<file path="src/rtl/tinyriscv_pkg.sv">
// Shared types for the instruction-bus arbiter: bus widths and arbiter state/owner encodings.
package tinyriscv_pkg;

    typedef logic [31:0] InstAddrBus;
    typedef logic [31:0] InstBus;

    typedef enum logic [1:0] {
        IDLE,
        BUSY_M0,
        BUSY_M0_DROP,
        BUSY_M1
    } ibus_state_e;

    typedef enum logic {
        OWN_M0,
        OWN_M1
    } ibus_owner_e;

    localparam int unsigned FAIR_CNT_W = 4;

endpackage

</file>
<file path="src/rtl/ibus_arbiter.sv">
// Two-master instruction-bus arbiter (m0 = core fetch, m1 = debug/loader); optional IBUS_ARB_FAIRNESS_EN.
// Latency: request/grant and response routing are combinational (0 cycles); one transaction outstanding.
// Backpressure: an unaccepted request is locked to its owner until s_gnt_i; no new request while busy.
import tinyriscv_pkg::*;

module ibus_arbiter #(
    parameter int unsigned FAIR_LIMIT = 4
) (
    input  logic       clk_i,
    input  logic       rst_ni,
    input  logic       m0_req_i,
    input  InstAddrBus m0_addr_i,
    output logic       m0_gnt_o,
    output logic       m0_rvalid_o,
    output InstBus     m0_rdata_o,
    input  logic       m0_flush_i,
    input  logic       m1_req_i,
    input  logic       m1_we_i,
    input  InstAddrBus m1_addr_i,
    input  InstBus     m1_wdata_i,
    output logic       m1_gnt_o,
    output logic       m1_rvalid_o,
    output InstBus     m1_rdata_o,
    output logic       s_req_o,
    output logic       s_we_o,
    output InstAddrBus s_addr_o,
    output InstBus     s_wdata_o,
    input  logic       s_gnt_i,
    input  logic       s_rvalid_i,
    input  InstBus     s_rdata_i,
    output logic       m0_hold_o
);

    ibus_state_e state;
    logic        locked;
    ibus_owner_e lock_owner;
    ibus_owner_e win_owner;
    logic        win_vld;
    logic        present;
    logic        fair_m0;

`ifdef IBUS_ARB_FAIRNESS_EN
    logic [FAIR_CNT_W-1:0] fair_cnt;

    assign fair_m0 = m0_req_i && (fair_cnt >= FAIR_CNT_W'(FAIR_LIMIT));

    // Streak of m1 grants that m0 has been made to wait through.
    always_ff @(posedge clk_i or negedge rst_ni) begin
        if (!rst_ni) begin
            fair_cnt <= '0;
        end else if (!m0_req_i || m0_gnt_o) begin
            fair_cnt <= '0;
        end else if (m1_gnt_o && fair_cnt != {FAIR_CNT_W{1'b1}}) begin
            fair_cnt <= fair_cnt + 1'b1;
        end
    end
`else
    assign fair_m0 = 1'b0;
`endif

    always_comb begin
        win_owner = OWN_M0;
        win_vld   = 1'b0;
        if (locked) begin
            win_owner = lock_owner;
            win_vld   = (lock_owner == OWN_M1) ? m1_req_i : m0_req_i;
        end else if (fair_m0) begin
            win_owner = OWN_M0;
            win_vld   = 1'b1;
        end else if (m1_req_i) begin
            win_owner = OWN_M1;
            win_vld   = 1'b1;
        end else if (m0_req_i) begin
            win_owner = OWN_M0;
            win_vld   = 1'b1;
        end
    end

    // rst_ni gating keeps input-derived outputs quiet while reset is held.
    assign present   = rst_ni && (state == IDLE) && win_vld;
    assign s_req_o   = present;
    assign s_we_o    = present && (win_owner == OWN_M1) && m1_we_i;
    assign s_addr_o  = !present ? '0 : (win_owner == OWN_M1) ? m1_addr_i : m0_addr_i;
    assign s_wdata_o = (present && win_owner == OWN_M1) ? m1_wdata_i : '0;
    assign m0_gnt_o  = present && (win_owner == OWN_M0) && s_gnt_i;
    assign m1_gnt_o  = present && (win_owner == OWN_M1) && s_gnt_i;

    assign m0_rvalid_o = rst_ni && (state == BUSY_M0) && s_rvalid_i && !m0_flush_i;
    assign m1_rvalid_o = rst_ni && (state == BUSY_M1) && s_rvalid_i;
    assign m0_rdata_o  = m0_rvalid_o ? s_rdata_i : '0;
    assign m1_rdata_o  = m1_rvalid_o ? s_rdata_i : '0;

    assign m0_hold_o = rst_ni && (m1_req_i || state == BUSY_M1 || (locked && lock_owner == OWN_M1));

    always_ff @(posedge clk_i or negedge rst_ni) begin
        if (!rst_ni) begin
            state      <= IDLE;
            locked     <= 1'b0;
            lock_owner <= OWN_M0;
        end else begin
            unique case (state)
                IDLE: begin
                    if (present && s_gnt_i) begin
                        state  <= (win_owner == OWN_M1) ? BUSY_M1 : BUSY_M0;
                        locked <= 1'b0;
                    end else if (present) begin
                        // A flushed core fetch gives up its claim on the port.
                        locked     <= !(win_owner == OWN_M0 && m0_flush_i);
                        lock_owner <= win_owner;
                    end else begin
                        locked <= 1'b0;
                    end
                end
                BUSY_M0: begin
                    if (s_rvalid_i) begin
                        state <= IDLE;
                    end else if (m0_flush_i) begin
                        state <= BUSY_M0_DROP;
                    end
                end
                BUSY_M0_DROP, BUSY_M1: begin
                    if (s_rvalid_i) begin
                        state <= IDLE;
                    end
                end
                default: state <= IDLE;
            endcase
        end
    end

endmodule

</file>
<file path="config.mk">
export PLATFORM = sky130hd
export DESIGN_NAME = ibus_arbiter
export DESIGN_NICKNAME = d
export VERILOG_FILES = /design/src/rtl/tinyriscv_pkg.sv /design/src/rtl/ibus_arbiter.sv
export SDC_FILE = /design/constraint.sdc
export NUM_CORES = 1
export LEC_CHECK = 0
export ABC_AREA = 1
export BUFFER_PORTS_ARGS = -buffer_cell sky130_fd_sc_hd__buf_2
export CAP_MARGIN = 25
export CORE_AREA = 2 2 104 106
export DETAILED_ROUTE_END_ITERATION = 12
export DIE_AREA = 0 0 106 108
export PLACE_DENSITY = 0.55
export RECOVER_POWER = 25
export SKIP_CTS_REPAIR_TIMING = 1
export SLEW_MARGIN = 20
export SYNTH_ARGS = -nofsm -noshare
export SYNTH_HDL_FRONTEND = slang
export SYNTH_SLANG_ARGS = --single-unit
</file>
<file path="constraint.sdc">
create_clock -name clk_i -period 1.5 [get_ports clk_i]
set_input_delay 0.15 -clock clk_i [delete_from_list [all_inputs] [get_ports clk_i]]
set_output_delay 0.15 -clock clk_i [all_outputs]
set_load 0.005 [all_outputs]
</file>
======== Yosys cells after proc, flatten, opt, wreduce, memory -nomap -nowiden ========
Index checks and enable logic that the tools add are counted.
storage, ports and cells
  register bits after elaboration ......... 4
  output and inout bits ................... 135
  word-level logic and storage cells ...... 54
cells by class
  equality and inequality tests ........... 6
  muxes and demuxes ....................... 19
  bitwise logic cells ..................... 2
  reductions and logical operators ........ 24
operator list
  kind                                                                    number
  32-bit 2-to-1 mux                                                       5
  1-bit logical AND                                                       16
  2-bit 2-to-1 mux                                                        5
  1-bit 2-to-1 mux                                                        8
  2-bit case mux with 3 select lines                                      1
  3-bit AND reduction                                                     2
  2-bit equality test (second input constant)                             2
  3-bit != test (second input constant)                                   1
  2-bit by 1-bit equality test with 1-bit output (second input constant)  1
  1-bit logical NOT                                                       2
  2-bit logical NOT                                                       1
  1-bit logical OR                                                        2
  2-bit by 1-bit != test with 1-bit output (second input constant)        1
  2-bit != test (second input constant)                                   1
  1-bit inverter                                                          2
  2-bit OR reduction                                                      1

======== Depth between registers and ports, before layout ========
  depth after elaboration ................. 7
  mapped depth ............................ 7
  gate-level depth less buffers ........... 7

======== Worst setup path before layout ========
OpenSTA, ideal clock, no wires.
  kind .................................... flip-flop to output port
  start ................................... register state[0]
  end ..................................... output s_wdata_o[11]
  data arrival time ....................... 1112 ps
  slack ................................... 238 ps
  stages on the path, launching flop included .. 7
  path buffers ............................ 1
  cell sequence ........................... dfrtp_1 > inv_1 > nand2_1 > nor2_8 > nand3_4 > buf_6 > nor2_1
between the ends
  cells in the longest elaborated chain, start to end .. 5
RTL lines
  element                         RTL line             source
  start, declared                 ibus_arbiter.sv:34   ibus_state_e state;
  start signal, assigned          ibus_arbiter.sv:104  state <= (win_owner == OWN_M1) ? BUSY_M1 : BUSY_M0;
  2-bit logical NOT               ibus_arbiter.sv:80   assign present = rst_ni && (state == IDLE) && win_vld;
  1-bit logical AND (2 in a row)  ibus_arbiter.sv:80
  1-bit logical AND               ibus_arbiter.sv:84   assign s_wdata_o = (present && win_owner == OWN_M1) ? m1_wdata_i : '0;
  32-bit 2-to-1 mux               ibus_arbiter.sv:84
  end, declared                   ibus_arbiter.sv:27   output InstBus s_wdata_o,
No other way between the ends.

======== Worst setup path in the final report ========
  start ................................... register locked
  end ..................................... output s_wdata_o[27]
between the ends
  cells in the longest elaborated chain, start to end .. 4
RTL lines
  element                 RTL line             source
  start, declared         ibus_arbiter.sv:35   logic locked;
  start signal, assigned  ibus_arbiter.sv:108  locked <= !(win_owner == OWN_M0 && m0_flush_i);
  1-bit 2-to-1 mux        ibus_arbiter.sv:64   if (locked) begin
  1-bit logical AND       ibus_arbiter.sv:80
  1-bit logical AND (*)   ibus_arbiter.sv:84
  32-bit 2-to-1 mux (*)   ibus_arbiter.sv:84
Every way passes the cells marked *; elsewhere a longest branch is shown, timed or not.

==> impl_metrics.csv <==
group,metric,value,unit
timing,rsz0062_at_grt,"true",
layout,regArea,101,um2
synthesis,synth-simple-area-share,56.3,%
layout,fin_area,3530,um2
power,cellPowerDensity,442,nW/um2
detailed_routing,wirelength,8.89,mm
job,cap_violations,0,
layout,final_common_cell,"buf_2",
grt,overflow,0,
floorplan,design.core.area,10200,um2
detailed_routing,vias,2961,
synthesis,synthMuxAreaShare,0,%
detailed_routing,wire_per_inst,11.9,um
setup_path,endpoint_kind,"output port",
synthesis,synth_warnings,0,
synthesis,syn-num-nets,468,
grt,grt_max_degree,34,
clocking,clockBufferDepth,2,
floorplan,die_area,11400,um2
detailed_routing,ant_nets,0,
placed_design,place_congestion,0.731,
timing,max-slew-margin-rel,81.7,%
grt,grt_pass1_vias,2596,
clocking,cts-root-buf,"clkbuf_8",
synthesis,netlist-cell-type-count,17,
timing,tns,-7.69,ns
setup_path,cp-start-kind,"register",
floorplan,die_h,108,um
timing,setup_slack,-0.150,ns
synthesis,synthAdderAreaFrac,0,%
layout,drive_above_1_share,59.2,%
synthesis,synthXorXnorAreaFrac,0,%
layout,final_cell_mix,"buf_2 (270), inv_1 (74), nor2_1 (66), nand2_1 (44), nand3_1 (36)",
synthesis,yosysSeqAreaShare,6.35,%
synthesis,synth-compound-area-share,10.2,%
placed_design,portBuffers,270,
layout,fill_cells,1184,
clocking,clk_pin_slew,0.03,ns
placed_design,place.detailed.hpwl,7.12,mm
run_status,violations,"setup timing",
floorplan,io_pins,271,
timing,finalClockSkew,0.00301,ns
synthesis,syn_area_per_cell,4.74,um2
synthesis,yosys_register_bits,4,
timing,worst_pin_slew,0.274,ns
power,p_leak,2.46,nW
detailed_routing,first_pass_iters,4,
timing,min_period_over_period,110,%
synthesis,syn-cell-area,1580,um2
placed_design,place_area,3170,um2
layout,nNetsFinal,748,
setup_path,required,1.35,ns
detailed_routing,drcViolationCount,0,
timing,hold_viol_final,0,
setup_path,path_max_fanout,6,
clocking,cts_num_sinks,4,
hold_path,min_path_type,"in -> reg",
grt,grt_first_pass_wirelength,12.4,mm
timing,slew_violations,0,
timing,max_freq,0.606,GHz
layout,final_util,34.5,%
floorplan,row_count,37,
timing,min_period,1.65,ns
layout,multi_input_area,1200,um2
setup_path,arrival,1.50,ns
layout,antenna_cells,0,
layout,syn_to_final_growth,124,%
timing,setup_viol,68,
detailed_routing,drtIter0Drc,175,
clocking,numCtsBuffers,3,
floorplan,die_x,106,um
setup_path,path_class,"reg -> out",
grt,grt_usage,13.4,%
detailed_routing,via_per_inst,3.97,
clocking,clk-insertion-delay-late,0.22,ns
synthesis,synth_top_family_by_area,"simple AND/OR/NAND/NOR gates",
clocking,cts_tree,"built",
clocking,cts_max_level,1,
grt,antenna_found_initial,0,
floorplan,start_util,15.4,%
placed_design,post-place-ws,-0.0203,ns
power,vdd_drop_max,0.000213,V
synthesis,postSynthCellCount,332,
run_status,outcome,"complete, but fails checks",
## cell type report
type                       instances  area share, %
sequential                         4           2.87
inverter                          77           8.25
clock buffer                       3           1.17
tap                              136           4.81
timing repair buffer             296           48.8
multi-input combinational        230           34.1
## power by group
group | internal, mW | switching [mW]
sequential | 0.131 | 0.0249
clock | 0.171 | 0.0564
combinational | 0.566 | 0.612
total | 0.868 | 0.693
## cell usage after synthesis (all sizes together)
cell type / count / area, um2
nor2: 102 / 424
inv: 77 / 289
nand2: 55 / 239
nand3: 37 / 198
a21oi: 32 / 160
buf: 14 / 113
clkbuf: 7 / 26.3
dfrtp: 4 / 100
nand4: 3 / 18.8
nand3b: 1 / 7.51
## flip-flops by register name, indices dropped and copies added (netlist names)
register	cells
locked	1
lock_owner	1
state	2
## stage by stage
step | total power [mW] | std cells | hold WS [ns]
detailed placement | 1.17 | 733 | 0.0824
finish | 1.56 | 746 | 0.234
floorplan | 0.675 | 332 | -0.146
CTS | 1.41 | 736 | -0.147
global placement | 1.18 | 733 | 0.0794
global route | 1.70 | 746 | 0.279
## critical path: stages (launching register included)
cell       delay, ns
dfrtp_2         0.43
nand2_4         0.12
nand2_2         0.07
nand2_4         0.12
nand3_4         0.13
clkbuf_16       0.19
nor2_4          0.09
buf_2           0.12
## kinds of logic (layout without fill, tap and decap cells)
family                 count (synthesis)  in the layout
AND/OR/NAND/NOR                      198            198
buffers and inverters                 98            376
AO/OA/AOI/OAI                         32             32
flip-flops                             4              4
## layer usage
layer	track usage (%)	routed length (um)	vias to the layer above
met5	0	0	-
met2	26.7	4810	153
met3	2.53	727	4
met4	2.54	64	0
li1	-	-	1535
met1	14.7	3290	1269
## final timing paths
kind                             from             to  slack, ns  cells past startpoint
min in group asynchronous      rst_ni       state[1]       0.44                      3
min reg2reg                lock_owner     lock_owner       0.56                      2
max in group asynchronous      rst_ni         locked       0.83                      3
max reg2reg                    locked       state[1]       0.30                      6
max                            locked  s_wdata_o[27]      -0.15                      7
min                        s_rvalid_i       state[0]       0.23                      4
No activity file was read; power rests on OpenSTA's default activity.
